<file path="src/rtl/uart8_echo_responder_pkg.sv">
// uart8_echo_responder_pkg: shared FSM encoding and ASCII constants for the Uart8 echo responder
package uart8_echo_responder_pkg;

    typedef enum logic [2:0] {
        ST_IDLE  = 3'd0,
        ST_LOAD  = 3'd1,
        ST_START = 3'd2,
        ST_SEND  = 3'd3,
        ST_GAP   = 3'd4
    } state_e;

    localparam logic [7:0] ASCII_LO    = 8'h61;
    localparam logic [7:0] ASCII_HI    = 8'h7A;
    localparam logic [7:0] UPCASE_MASK = 8'hDF;

endpackage

</file>
<file path="src/rtl/uart8_echo_responder_fifo.sv">
// uart8_echo_responder_fifo: circular byte FIFO with synchronous flush, head-of-queue read
module uart8_echo_responder_fifo #(
    parameter int AW = 3
) (
    input  logic          clk,
    input  logic          rstN,
    input  logic          flush,
    input  logic          push,
    input  logic          pop,
    input  logic [7:0]    wdata,
    output logic [7:0]    head,
    output logic [AW:0]   count,
    output logic          full,
    output logic          empty
);

    logic [7:0]    mem_q [2**AW];
    logic [AW-1:0] wr_q, wr_d, rd_q, rd_d;
    logic [AW:0]   cnt_q, cnt_d;

    // pointer and count update; flush wins over any push/pop
    always_comb begin
        wr_d  = flush ? '0 : wr_q + AW'(push);
        rd_d  = flush ? '0 : rd_q + AW'(pop);
        cnt_d = flush ? '0 : cnt_q + (AW+1)'(push) - (AW+1)'(pop);
    end

    // pointer and count registers
    always_ff @(posedge clk or negedge rstN) begin
        if (!rstN) begin
            wr_q  <= '0;
            rd_q  <= '0;
            cnt_q <= '0;
        end else begin
            wr_q  <= wr_d;
            rd_q  <= rd_d;
            cnt_q <= cnt_d;
        end
    end

    // storage write; a full FIFO may still write when a pop frees the head slot
    always_ff @(posedge clk) begin
        if (push) mem_q[wr_q] <= wdata;
    end

    assign head  = mem_q[rd_q];
    assign count = cnt_q;
    assign full  = cnt_q[AW];
    assign empty = (cnt_q == '0);

endmodule

</file>
<file path="src/rtl/uart8_echo_responder.sv">
// uart8_echo_responder: queues Uart8 rx bytes and echoes them via the tx handshake; UART_RESP_UPCASE_EN upcases a..z
module uart8_echo_responder
    import uart8_echo_responder_pkg::*;
#(
    parameter int FIFO_DEPTH_LOG2 = 3,
    parameter int START_TIMEOUT   = 4096,
    parameter int DROP_CNT_W      = 8
) (
    input  logic                     clk,
    input  logic                     rstN,
    input  logic                     en,
    input  logic                     rxDone,
    input  logic                     rxErr,
    input  logic [7:0]               rxByte,
    input  logic                     txBusy,
    input  logic                     txDone,
    output logic                     txEn,
    output logic                     txStart,
    output logic [7:0]               txByte,
    output logic [FIFO_DEPTH_LOG2:0] fifoCount,
    output logic                     overflow,
    output logic [DROP_CNT_W-1:0]    dropCount
);

    localparam int TW  = $clog2(START_TIMEOUT + 1);
    localparam int DW1 = DROP_CNT_W + 1;
    localparam logic [TW-1:0] T_LAST = TW'(START_TIMEOUT - 1);

    state_e                state_q, state_d;
    logic                  rx_done_q, tx_done_q, tx_en_q;
    logic                  tx_start_q, tx_start_d;
    logic [7:0]            tx_byte_q, tx_byte_d;
    logic                  overflow_q, overflow_d;
    logic [DROP_CNT_W-1:0] drop_q, drop_d;
    logic [DW1-1:0]        drop_sum;
    logic [TW-1:0]         tmo_q, tmo_d;
    logic                  push_evt, rx_drop, push, pop, tmo_drop, full, empty;
    logic [7:0]            head, wdata;

`ifdef UART_RESP_UPCASE_EN
    assign wdata = (rxByte >= ASCII_LO && rxByte <= ASCII_HI) ? (rxByte & UPCASE_MASK) : rxByte;
`else
    assign wdata = rxByte;
`endif

    uart8_echo_responder_fifo #(.AW(FIFO_DEPTH_LOG2)) u_fifo (
        .clk   (clk),
        .rstN  (rstN),
        .flush (~en),
        .push  (push),
        .pop   (pop),
        .wdata (wdata),
        .head  (head),
        .count (fifoCount),
        .full  (full),
        .empty (empty)
    );

    // rx capture, drop accounting (rx drop and start timeout may coincide) with saturation
    always_comb begin
        push_evt   = rxDone & ~rx_done_q & en;
        rx_drop    = push_evt & (rxErr | (full & ~pop));
        push       = push_evt & ~rx_drop;
        overflow_d = overflow_q | (push_evt & ~rxErr & full & ~pop);
        tmo_drop   = en & (state_q == ST_START) & ~txBusy & (tmo_q == T_LAST);
        drop_sum   = {1'b0, drop_q} + DW1'(rx_drop) + DW1'(tmo_drop);
        drop_d     = drop_sum[DROP_CNT_W] ? '1 : drop_sum[DROP_CNT_W-1:0];
    end

    // next-state logic; a low enable forces IDLE from any state
    always_comb begin
        state_d = state_q;
        unique case (state_q)
            ST_IDLE:  state_d = empty ? ST_IDLE : ST_LOAD;
            ST_LOAD:  state_d = ST_START;
            ST_START: state_d = txBusy ? ST_SEND : (tmo_q == T_LAST) ? ST_GAP : ST_START;
            ST_SEND:  state_d = (~txBusy | (txDone & ~tx_done_q)) ? ST_GAP : ST_SEND;
            ST_GAP:   state_d = ST_IDLE;
            default:  state_d = ST_IDLE;
        endcase
        if (!en) state_d = ST_IDLE;
    end

    // outputs: pop in LOAD, txStart registered so it drops on the edge txBusy is seen
    always_comb begin
        pop        = (state_q == ST_LOAD);
        tx_start_d = (state_d == ST_START);
        tx_byte_d  = pop ? head : tx_byte_q;
        tmo_d      = (state_q == ST_START && state_d == ST_START) ? tmo_q + 1'b1 : '0;
    end

    // state and output registers
    always_ff @(posedge clk or negedge rstN) begin
        if (!rstN) begin
            state_q    <= ST_IDLE;
            rx_done_q  <= 1'b0;
            tx_done_q  <= 1'b0;
            tx_en_q    <= 1'b0;
            tx_start_q <= 1'b0;
            tx_byte_q  <= '0;
            overflow_q <= 1'b0;
            drop_q     <= '0;
            tmo_q      <= '0;
        end else begin
            state_q    <= state_d;
            rx_done_q  <= rxDone;
            tx_done_q  <= txDone;
            tx_en_q    <= en;
            tx_start_q <= tx_start_d;
            tx_byte_q  <= tx_byte_d;
            overflow_q <= overflow_d;
            drop_q     <= drop_d;
            tmo_q      <= tmo_d;
        end
    end

    assign txEn      = tx_en_q;
    assign txStart   = tx_start_q;
    assign txByte    = tx_byte_q;
    assign overflow  = overflow_q;
    assign dropCount = drop_q;

endmodule

</file>
<file path="config.mk">
export PLATFORM = sky130hd
export DESIGN_NAME = uart8_echo_responder
export DESIGN_NICKNAME = d
export VERILOG_FILES = /design/src/rtl/uart8_echo_responder_pkg.sv /design/src/rtl/uart8_echo_responder_fifo.sv /design/src/rtl/uart8_echo_responder.sv
export SDC_FILE = /design/constraint.sdc
export NUM_CORES = 1
export LEC_CHECK = 0
export ABC_CLOCK_PERIOD_IN_PS = 6700
export BUFFER_PORTS_ARGS = -buffer_cell sky130_fd_sc_hd__buf_2
export CAP_MARGIN = 20
export CORE_UTILIZATION = 61
export CTS_CLUSTER_DIAMETER = 30
export DETAILED_ROUTE_END_ITERATION = 16
export GPL_TIMING_DRIVEN = 0
export HOLD_SLACK_MARGIN = 0.08
export PLACE_DENSITY = 0.81
export SYNTH_ARGS = -nofsm -noshare
export SYNTH_HDL_FRONTEND = slang
export SYNTH_SLANG_ARGS = --single-unit
</file>
<file path="constraint.sdc">
create_clock -name clk -period 6.7 [get_ports clk]
set_input_delay 1.34 -clock clk [delete_from_list [all_inputs] [get_ports clk]]
set_output_delay 1.34 -clock clk [all_outputs]
set_load 0.02 [all_outputs]
</file>
==> results of run 1 <==
## registers in the layout, indices dropped and copies added, names as in the netlist, 3 cells and up
register	count
state_q	3
u_fifo.wr_q	3
dropCount	8
tmo_q	13
txByte	8
u_fifo.mem_q	64
u_fifo.rd_q	3
u_fifo.count	4
## layer usage
layer	track usage	share of wire	vias to the layer above
li1	-	-	1213
met1	0.324	0.47	1289
met2	0.325	0.48	72
met3	0.0471	0.038	13
met4	0.0765	0.018	0
met5	0	0	-
## logic make-up (layout without fill, tap and decap cells)
logic type / count (synthesis) / count (layout) / share of synthesized area
xor+xnor: 18 / 18 / 0.0339
mux: 25 / 25 / 0.0971
compound gates: 22 / 22 / 0.0328
buf+inv: 22 / 76 / 0.0221
flops: 111 / 111 / 0.666
simple gates: 97 / 97 / 0.110
fa+ha+maj: 13 / 13 / 0.0382
## worst paths after layout
kind | startpoint | endpoint | slack, ps | cells after the start
setup / recovery | txBusy | dropCount[5] | 3530 | 12
min in group asynchronous | rstN | tmo_q[9] | 780 | 1
setup reg to reg | tmo_q[0] | dropCount[5] | 3840 | 12
max in group asynchronous | rstN | u_fifo.wr_q[1] | 5480 | 2
hold / removal | txByte[5] | txByte[5] | 480 | 2
hold reg to reg | txByte[5] | txByte[5] | 480 | 2
## worst reg2reg max path: cells and delay by family, from the launching register on
kind,cells,cell delay [ps]
AND/OR/NAND/NOR,7,1310
adder cells (fa/ha/maj),3,840
flip-flops,1,410
AO/OA/AOI/OAI,1,150
buffers and inverters,1,70
## power by group through the flow
stage	registers (W)	logic (W)	clock network (W)
4_1_cts	0.000824	0.000381	0.000360
5_1_grt	0.000835	0.000429	0.000386
3_3_place_gp	0.000837	0.000365	0
3_5_place_dp	0.000839	0.000379	0
2_1_floorplan	0.000888	0.000208	0
6_report	0.000824	0.000379	0.000353
## synth_stat cells, drive strengths merged, types with 4 or more instances
library cell / number / area (sq um)
a21oi: 4 / 20.0
and2: 11 / 68.8
buf: 8 / 50.0
dfrtp: 47 / 1180
edfxtp: 64 / 1920
ha: 11 / 138
inv: 11 / 41.3
mux2i: 8 / 80.1
mux4: 16 / 360
nand2: 21 / 86.3
nand2b: 7 / 51.3
nand3: 9 / 45.0
nand3b: 4 / 30.0
nor2: 28 / 105
nor3: 4 / 30.0
o21ai: 9 / 45.0
xor2: 15 / 131
## layout make-up
type / instances / share of cell area
Inverter: 11 / 0.00802
Buffer: 11 / 0.0119
Tap cell: 99 / 0.0240
Timing Repair Buffer: 38 / 0.0398
Sequential cell: 111 / 0.601
Multi-Input combinational cell: 175 / 0.281
Clock buffer: 9 / 0.0240
Clock inverter: 7 / 0.00947
## stage by stage
stage	setup slack (ps)	std cells	cell area, sq um	hold WS [ps]	power [W]
floorplan	3630	308	4650	448	0.00110
global placement	3190	444	4960	462	0.00120
detailed placement	3120	444	4960	459	0.00122
CTS	3500	460	5130	490	0.00157
global route	3340	461	5150	525	0.00165
finish	3530	461	5150	485	0.00156
==> results.md, run 1 <==
- First-pass GRT wire length: 12.4 mm
- Vias in the first global route: 2475
- Mapped Nets: about 340
- CTS tree: yes
- Layout area overhead: 10.8%
- Leakage: 2.07 nW
- Post-Synthesis Cells: roughly 310
- Clk Tree Root Cell: clkbuf_8
- Arrival time worst endpoint: between 3000 and 4000 ps
- CP cell instances: buf_2 -> nor2_1 -> nand4_1 -> nor3_1 -> nand2_1 -> fa_1 -> inv_1 -> ha_1 -> nand2_1 -> nor2_1 -> nand3_1 -> o21ai_0
- Post-synth EDFFs: 64
- Total via count in the routed design: approximately 2600
- DRT Pass-1 Iters: 4
- Worst vdd ir: between 0.2 and 0.25 mV
- CP max stage cell: fa_1
- Num CTS Buffers: 9
- Worst Tran Pin Value: 915 ps
- Internal power: between 0.001 and 0.0015 W
- Initial Util: 0.638
- Worst-Skew Late Latency: 360 ps
- Clk pin slew, worst setup/hold paths: 100 ps
- Area of the multi-input gates: 0.00145 sq mm
- Synth cell types: 44
- Logic pwr share: 0.244
- CP Class: input port to register
- PostCTS Resize Cnt: 0
- Input/output buffers: 37
- Slew margin rel.: 0.388
- Hpwl dp: 5.50 mm
- Final ANT Viol Nets: 0
- WL final: 7.97 mm
- CP delay by family, top: simple AND/OR/NAND/NOR gates
- FF+latch count, synth: 111
- # DRC: 0
- Net load switching power: 0.000484 W
- Post-CTS Hold Buffers: 0
- Final Net Count: just under 400
- Most common cell after layout, fill and taps aside: edfxtp_1
- Min-delay worst type: register to register
- Synth async-reset ratio: 0.423
- Share of power burned in registers: 0.529
- Post-synthesis sequential area ratio: 0.666
- Clock Sinks: around 110
- Drt initial violations: 201
- Final hold vios: 0
- Fmax: 316 MHz
- Antenna diode count: 0
- Slowest stage delay, CP: approximately 420 ps
- DR WL/cell: between 15 and 20 um
- Fraction of layout cells with a size suffix above 1: 0.232
- Chip Height: 89.3 um
- Final min period: 3170 ps
- Core Area: 0.00729 sq mm
- Primary FF master, synth: edfxtp_1
- Switching portion of total power: 0.311
- Highest-count cells in the layout ignoring fill and taps: edfxtp_1 (64), dfrtp_1 (47), buf_2 (41)
- Die W: approximately 89 um
- Largest net degree at the start of global routing: 48
- Mean area per synthesized cell: 15.1 sq um
- I/O pin cnt: 38
- Clk_skew: 9.42 ps
- Max_cap viols: 0
- Fillcell total: ~490
- Fin util: 0.706
- Clk pwr share: 0.227
- Core Rows: 31
- CTS Buffer Depth: 2
- CP endpoint kind: register
- Routability congestion estimate: between 0.8 and 0.9
- # setup viols final: 0
- Data required time of the critical path: between 6000 and 7000 ps
- Startpoint types: input port
- Post-CTS Setup Repair Bufs: 0
- Grt ovf: 0
- Die area: 0.00798 sq mm
- PwrDens: approximately 300 mW/mm^2
- H-Tree Depth: 3
- Register area: 0.00310 sq mm
- Yosys warning count: 0
- Fin crit share: 0.473
- Mapped Area: about 0.0046 sq mm
- Status: finished clean
- Buf/Inv on CP: 2
- CP max FO: 6
- RSZ-0062 raised after global routing: no
- Initial antenna violation count: 0
- Total negative slack for setup checks: 0 ps
- Total track usage: 0.218
- Via density: 5.61
- Final number of max-transition violations: 0
(Power assumes the default switching activity.)
==> run 2, diff against run 1 <==
--- a/config.mk
+++ b/config.mk
@@ -5,15 +5,15 @@
 export SDC_FILE = /design/constraint.sdc
 export NUM_CORES = 1
 export LEC_CHECK = 0
-export ABC_CLOCK_PERIOD_IN_PS = 6700
+export ABC_CLOCK_PERIOD_IN_PS = 3300
 export BUFFER_PORTS_ARGS = -buffer_cell sky130_fd_sc_hd__buf_2
 export CAP_MARGIN = 20
-export CORE_UTILIZATION = 61
+export CORE_UTILIZATION = 59
 export CTS_CLUSTER_DIAMETER = 30
 export DETAILED_ROUTE_END_ITERATION = 16
 export GPL_TIMING_DRIVEN = 0
 export HOLD_SLACK_MARGIN = 0.08
-export PLACE_DENSITY = 0.81
+export PLACE_DENSITY = 0.79
 export SYNTH_ARGS = -nofsm -noshare
 export SYNTH_HDL_FRONTEND = slang
 export SYNTH_SLANG_ARGS = --single-unit
==> constraint.sdc (replaced) <==
create_clock -name clk -period 3.3 [get_ports clk]
set_input_delay 0.66 -clock clk [delete_from_list [all_inputs] [get_ports clk]]
set_output_delay 0.66 -clock clk [all_outputs]
set_load 0.02 [all_outputs]
==> run 2 against run 1 <==
  * Non-clock buffer count is the same
  * Final cell count grew 0.65%
  * Clock-buffer cell count grew 2
  * Clock power grew 99%
  * Clock skew shrank 0.55 ps
  * Sequential power grew 100%
  * Via count shrank 0.50%
  * Routed wire length shrank 2.3%
  * Die area grew 3.3%
  * Sequential cell count is the same
  * Critical path type is now register to register
  * Largest power group unchanged
  * Highest routed layer unchanged
==> results.md, run 2 (same netlist as run 1, synthesis figures left out) <==
- R2R depth: 12 (unchanged)
- Post-CTS Setup Repair Bufs: 0 (unchanged)
- Routability congestion estimate: 0.794 (-7.0%)
- Clk Tree Root Cell: clkbuf_8
- H-Tree Depth: 3 (unchanged)
- Chip Height: 90.8 um (+1.6%)
- # setup viols final: 0 (unchanged)
- First-pass GRT wire length: 12.5 mm (+0.72%)
- Leakage: 2.06 nW (-0.47%)
- Post-CTS Hold Buffers: 0 (unchanged)
- Max_cap viols: 0 (unchanged)
- Layout area overhead: 10.7% (about the same)
- CP max FO: 6 (unchanged)
- Clk pin slew, worst setup/hold paths: 100 ps (about the same)
- Clk_skew: 8.86 ps (-0.551 ps)
- R2r endpoint: dropCount[5]
- Total via count in the routed design: 2574 (-0.50%)
- Arrival time worst endpoint: 3120 ps (-330 ps)
- Placed inst area: 0.00496 sq mm (about the same)
- Core Area: 0.00769 sq mm (+5.4%)
- Fmax: 353 MHz
- RSZ-0062 raised after global routing: no
- Min-delay worst type: input port to asynchronous set/reset pin
- Die W: 90.8 um (+1.6%)
- Input/output buffers: 37 (unchanged)
- Num CTS Buffers: 9 (unchanged)
- Largest net degree at the start of global routing: 48 (unchanged)
- Startpoint types: register
- Post-route cell area: 0.00515 sq mm (about the same)
- Initial Util: 0.605 (-0.0328)
- Antenna diode count: 0 (unchanged)
- PostCTS Resize Cnt: 0 (unchanged)
- Fraction of layout cells with a size suffix above 1: 0.227 (-0.00552)
- DR WL/cell: 16.8 um (-2.9%)
- R2R setup slack: 470 ps (-3370 ps)
- Highest-count cells in the layout ignoring fill and taps: edfxtp_1 (64), dfrtp_1 (47), buf_2 (41)
- Grt ovf: 0 (unchanged)
- WL final: 7.79 mm (-2.3%)
- Via density: 5.55 (-1.1%)
- Data required time of the critical path: 3590 ps (-3390 ps)
- PwrDens: 610 mW/mm^2 (+100%)
- Core Rows: 32 (+3.2%)
- CTS Buffer Depth: 2 (unchanged)
- Final min period: 2830 ps
- Most flops, register: u_fifo.mem_q
- Largest registers: u_fifo.mem_q: 64 flops, tmo_q: 13 flops
- Slew margin rel.: 0.361 (-0.0266)
- Hpwl dp: 5.29 mm (-3.8%)
- R2R Path Start: tmo_q[0]
- Final ANT Viol Nets: 0 (unchanged)
- Final number of max-transition violations: 0 (unchanged)
- I/O pin cnt: 38 (unchanged)
- Initial antenna violation count: 0 (unchanged)
- Total track usage: 0.208 (-0.0107)
- CP Class: register to register
- CTS tree: yes
- Design Power: 0.00314 W (+100%)
- DRT Pass-1 Iters: 4 (unchanged)
- CP endpoint kind: register
- Fin crit share: 0.859
- Clock Sinks: 111 (unchanged)
- # DRC: 0 (unchanged)
- Worst vdd ir: 0.417 mV (+79%)
- Die area: 0.00824 sq mm (+3.3%)
- Most common cell after layout, fill and taps aside: edfxtp_1
- Largest register FFs: 64 (unchanged)
- Final Net Count: 385 (unchanged)
- Status: finished clean
- Worst Tran Pin Value: 955 ps (+39.8 ps)
- Vias in the first global route: 2540 (+2.6%)
- Total negative slack for setup checks: 0 ps (unchanged)
- Worst-Skew Late Latency: 360 ps (about the same)
- Final hold vios: 0 (unchanged)
- Drt initial violations: 197 (-2.0%)
==> run 2: changes by cell type in the layout (fill, tap and decap cells not counted), sizes merged <==
cell	previous run	this run
clkbuf	12	14
clkinv	5	2
clkinvlp	1	2
==> run 2: worst max path at each step <==
stage              from            to  slack, ps  depth (start not counted)
6_report       tmo_q[0]  dropCount[5]        470                         12
3_5_place_dp     txBusy  dropCount[5]        420                         12
2_1_floorplan  tmo_q[0]  dropCount[5]        890                         12
4_1_cts        tmo_q[0]  dropCount[5]        440                         12
3_3_place_gp     txBusy  dropCount[5]        480                         12
5_1_grt        tmo_q[0]  dropCount[5]        150                         12
==> run 2: power breakdown <==
group	switching, W	total [W]	internal, W
clock	0.000428	0.000703	0.000275
combinational	0.000446	0.000763	0.000316
sequential	0.0000879	0.00168	0.00159
==> run 2: cell type report <==
type	count	area, sq um
clock inverter	5	33.8
inverter	11	41.3
clock buffer	11	131
timing repair buffer	38	205
tap	102	128
buffer	11	61.3
multi-input combinational	175	1450
sequential	111	3100
fill	567	2540
==> run 2: through the flow <==
stage	std cells	hold WS, ps	setup slack [ps]	utilization
after floorplan	308	364	892	-
after global placement	447	459	482	0.646
after detailed placement	447	467	419	0.646
after CTS	463	401	436	0.667
after global routing	464	283	146	0.670
final	464	255	465	0.670
==> run 2: metal layers <==
layer | share of wire | track usage
met1 | 0.44 | 0.277
met4 | 0.022 | 0.103
met2 | 0.50 | 0.333
met3 | 0.042 | 0.0379
met5 | 0 | 0
==> run 2: critical path: stages, from the launching register on <==
cell	delay (ps)
dfrtp_1	400
ha_1	220
and4_1	250
nand4_1	200
nor3_1	230
nand2_1	100
fa_1	450
inv_1	80
ha_1	200
nand2_1	90
nor2_1	190
nand3_1	230
o21ai_0	130
==> run 3, diff against run 2 <==
--- a/config.mk
+++ b/config.mk
@@ -16,4 +16,5 @@
 export PLACE_DENSITY = 0.79
 export SYNTH_ARGS = -nofsm -noshare
 export SYNTH_HDL_FRONTEND = slang
+export SYNTH_HIERARCHICAL = 1
 export SYNTH_SLANG_ARGS = --single-unit
==> run 3 against run 2 <==
  * Non-clock buffer count stayed put
  * Clock skew is 2.0 ps lower
  * Critical path depth is 4 lower
  * Synthesized cell count is 2.9% lower
  * Global-route usage is 1.4 points higher
  * Via count is 0.54% higher
  * Utilization is 0.72 points higher
  * Clock-buffer cell count stayed put
  * Fmax is 6.4% lower
  * Die area is 1.0% higher
==> results.md, run 3 <==
- Status: finished clean
- Post-synth EDFFs: 64 (unchanged)
- Net load switching power: 0.000954 W (-0.87%)
- Final hold vios: 0 (unchanged)
- Yosys warning count: 6 (+6)
- Internal power: 0.00236 W (+8.2%)
- Max_cap viols: 0 (unchanged)
- Fin crit share: 0.918 (+0.0591)
- R2r endpoint: u_fifo/mem_q[0][0]
- R2R setup slack: 270 ps (-200 ps)
- Min-delay worst type: input port to asynchronous set/reset pin
- First-pass GRT wire length: 13.5 mm (+8.1%)
- Input/output buffers: 37 (unchanged)
- Die W: 91.2 um (+0.51%)
- Worst-Skew Late Latency: 360 ps (about the same)
- CP endpoint kind: register
- Share of power burned in registers: 0.507 (-0.026)
- Antenna diode count: 0 (unchanged)
- Initial Util: 0.608 (+0.00318)
- Hpwl dp: 5.38 mm (+1.8%)
- Core Rows: 32 (unchanged)
- Data required time of the critical path: 3380 ps (-210 ps)
- Clk pin slew, worst setup/hold paths: 90 ps (about the same)
- Mapped Area: 0.00470 sq mm (+1.0%)
- Primary FF master, synth: edfxtp_1
- Synth cell types: 39 (-11%)
- Leakage: 2.07 nW (+0.74%)
- Synth async-reset ratio: 0.423 (unchanged)
- Total via count in the routed design: 2588 (+0.54%)
- Startpoint types: register
- Chip Height: 91.2 um (+0.51%)
- Most frequent cells after synthesis: edfxtp_1 (64), dfrtp_1 (47), nor2_1 (34)
- Drt initial violations: 144 (-27%)
- Via density: 5.68 (+2.3%)
- FF+latch count, synth: 111 (unchanged)
- CP max stage cell: nor3_1
- Buf/Inv on CP: 3 (+2)
- Clk pwr share: 0.229 (+0.005)
- PwrDens: 633 mW/mm^2 (+3.7%)
- Grt ovf: 0 (unchanged)
- Post-Synthesis Cells: 299 (-2.9%)
- Synth area leaders: edfxtp_1 (41%), dfrtp_1 (25%), mux4_1 (8.4%), mux2_2 (4.1%), ha_1 (2.9%)
- Count leader, synth: edfxtp_1
- Worst vdd ir: 0.345 mV (-17%)
- R2R depth: 8 (-4)
- Highest-count cells in the layout ignoring fill and taps: edfxtp_1 (64), dfrtp_1 (47), buf_2 (39)
- Routability congestion estimate: 0.744 (-6.3%)
- Largest registers: u_fifo/mem_q: 64 flops, tmo_q: 13 flops
- Mapped Nets: 327 (-2.7%)
- Fraction of layout cells with a size suffix above 1: 0.240 (+0.0136)
- Post-synth top area share: 0.409 (-0.00429)
- # setup viols final: 0 (unchanged)
- DRT Pass-1 Iters: 4 (unchanged)
- Clock Sinks: 111 (unchanged)
- WL final: 8.23 mm (+5.6%)
- CP Class: register to register
- Final number of max-transition violations: 0 (unchanged)
- Clk_skew: 6.90 ps (-1.96 ps)
- Fmax: 330 MHz (-6.4%)
- Die area: 0.00832 sq mm (+1.0%)
- Total negative slack for setup checks: 0 ps (unchanged)
- Synth area leader: edfxtp_1
- Post-synthesis sequential area ratio: 0.659 (-0.00692)
- CP cell instances: inv_1 -> and3_1 -> buf_2 -> nor2b_1 -> nor3_1 -> nand2b_1 -> nor3_1 -> buf_4
- Most flops, register: u_fifo/mem_q
- Worst Tran Pin Value: 931 ps (-24.3 ps)
- CP delay by family, top: simple AND/OR/NAND/NOR gates
- R2R Path Start: state_q[1]
- RSZ-0062 raised after global routing: no
- Logic pwr share: 0.264 (+0.021)
- Clk Tree Root Cell: clkbuf_8
- DR WL/cell: 18.0 um (+7.5%)
- H-Tree Depth: 3 (unchanged)
- Core Area: 0.00773 sq mm (+0.52%)
- Num CTS Buffers: 9 (unchanged)
- CTS tree: yes
- Most Frequent Cell on Critical Path: nor3_1
- Arrival time worst endpoint: 3110 ps (about the same)
- Total track usage: 0.222 (+0.0139)
- Largest net degree at the start of global routing: 48 (unchanged)
- Layout area overhead: 11.3%
- # DRC: 0 (unchanged)
- Vias in the first global route: 2658 (+4.6%)
- I/O pin cnt: 38 (unchanged)
- Largest register FFs: 64 (unchanged)
- Most common cell after layout, fill and taps aside: edfxtp_1
- Slowest stage delay, CP: 620 ps (+170 ps)
- Final ANT Viol Nets: 0 (unchanged)
- Slew margin rel.: 0.377 (+0.0162)
- CP max FO: 11 (+5)
- Switching portion of total power: 0.288 (-0.0182)
- Design Power: 0.00331 W (+5.4%)
- CTS Buffer Depth: 2 (unchanged)
- Final min period: 3030 ps (+195 ps)
- Mean area per synthesized cell: 15.7 sq um (+4.1%)
- Initial antenna violation count: 0 (unchanged)
- Final Net Count: 378 (-1.8%)
[run 3: cell types whose count changed after synthesis, moves of 4 or more]
cell     before  now
and2_1       11    0
mux2_2        1   17
mux2i_1       8    0
mux4_1        0   15
mux4_2       16    1
nand2_1      20   12
nor2_1       28   34
nor2b_1       1    7
nor3_1        2    7
o21ai_0       9    5
xnor2_1       3   13
xor2_1       15    3
[run 3: worst max path at each step]
stage,start,end,slack (ps),cells past startpoint
global placement,state_q[1],u_fifo/mem_q[2][5],90,7
global route,tmo_q[0],dropCount[5],70,11
detailed placement,state_q[1],u_fifo/mem_q[2][6],200,8
finish,state_q[1],u_fifo/mem_q[0][0],270,8
floorplan,tmo_q[0],dropCount[7],680,9
CTS,state_q[1],u_fifo/mem_q[2][4],170,8
[run 3: layout make-up]
cell class / instances / area [sq um]
Sequential cell: 111 / 3100
Fill cell: 539 / 2500
Multi-Input combinational cell: 165 / 1480
Timing Repair Buffer: 40 / 220
Clock buffer: 11 / 131
Tap cell: 102 / 128
Buffer: 9 / 71.3
Inverter: 14 / 52.6
Clock inverter: 4 / 47.5
[run 3: cells by family (layout without fill, tap and decap cells)]
| family | after synthesis | in the layout | synth area share |
|---|---|---|---|
| XOR/XNOR | 16 | 16 | 0.0298 |
| adder cells (fa/ha/maj) | 13 | 13 | 0.0378 |
| buffers and inverters | 23 | 78 | 0.0264 |
| multiplexers | 33 | 33 | 0.129 |
| flip-flops | 111 | 111 | 0.659 |
| AO/OA/AOI/OAI | 15 | 15 | 0.0202 |
| AND/OR/NAND/NOR | 88 | 88 | 0.0969 |
[run 3: stage by stage]
stage	hold WS [ps]	cells	setup WS (ps)	cell area, sq um	util
after floorplan	364	299	683	4700	-
after global placement	434	438	85.2	5010	0.648
after detailed placement	451	440	195	5030	0.650
after CTS	401	455	173	5200	0.674
after global routing	240	456	73.3	5230	0.677
final	235	456	270	5230	0.677
[run 3: what timing repair did]
item	4_1_cts	5_1_grt
hold buffers	0	0
setup buffers	0	0
resized for setup	0	1
endpoints found under the setup margin	0	4
[run 3: power by group through the flow]
stage / clock network, W / registers (W) / logic, W
detailed placement: 0 / 0.00171 / 0.000875
floorplan: 0 / 0.00182 / 0.000503
global route: 0.000823 / 0.00170 / 0.000964
global placement: 0 / 0.00170 / 0.000843
finish: 0.000758 / 0.00168 / 0.000875
CTS: 0.000774 / 0.00168 / 0.000882
[run 3: metal layers]
metal / global-route usage / vias up / share of wire
met5: 0 / - / 0
li1: - / 1201 / -
met2: 0.366 / 60 / 0.51
met4: 0.0794 / 0 / 0.013
met3: 0.0477 / 7 / 0.035
met1: 0.294 / 1320 / 0.44
[run 3: worst reg2reg max path: stages (launching register included)]
cell	delay, ps
dfrtp_1	460
inv_1	110
and3_1	140
buf_2	320
nor2b_1	130
nor3_1	460
nand2b_1	210
nor3_1	620
buf_4	280
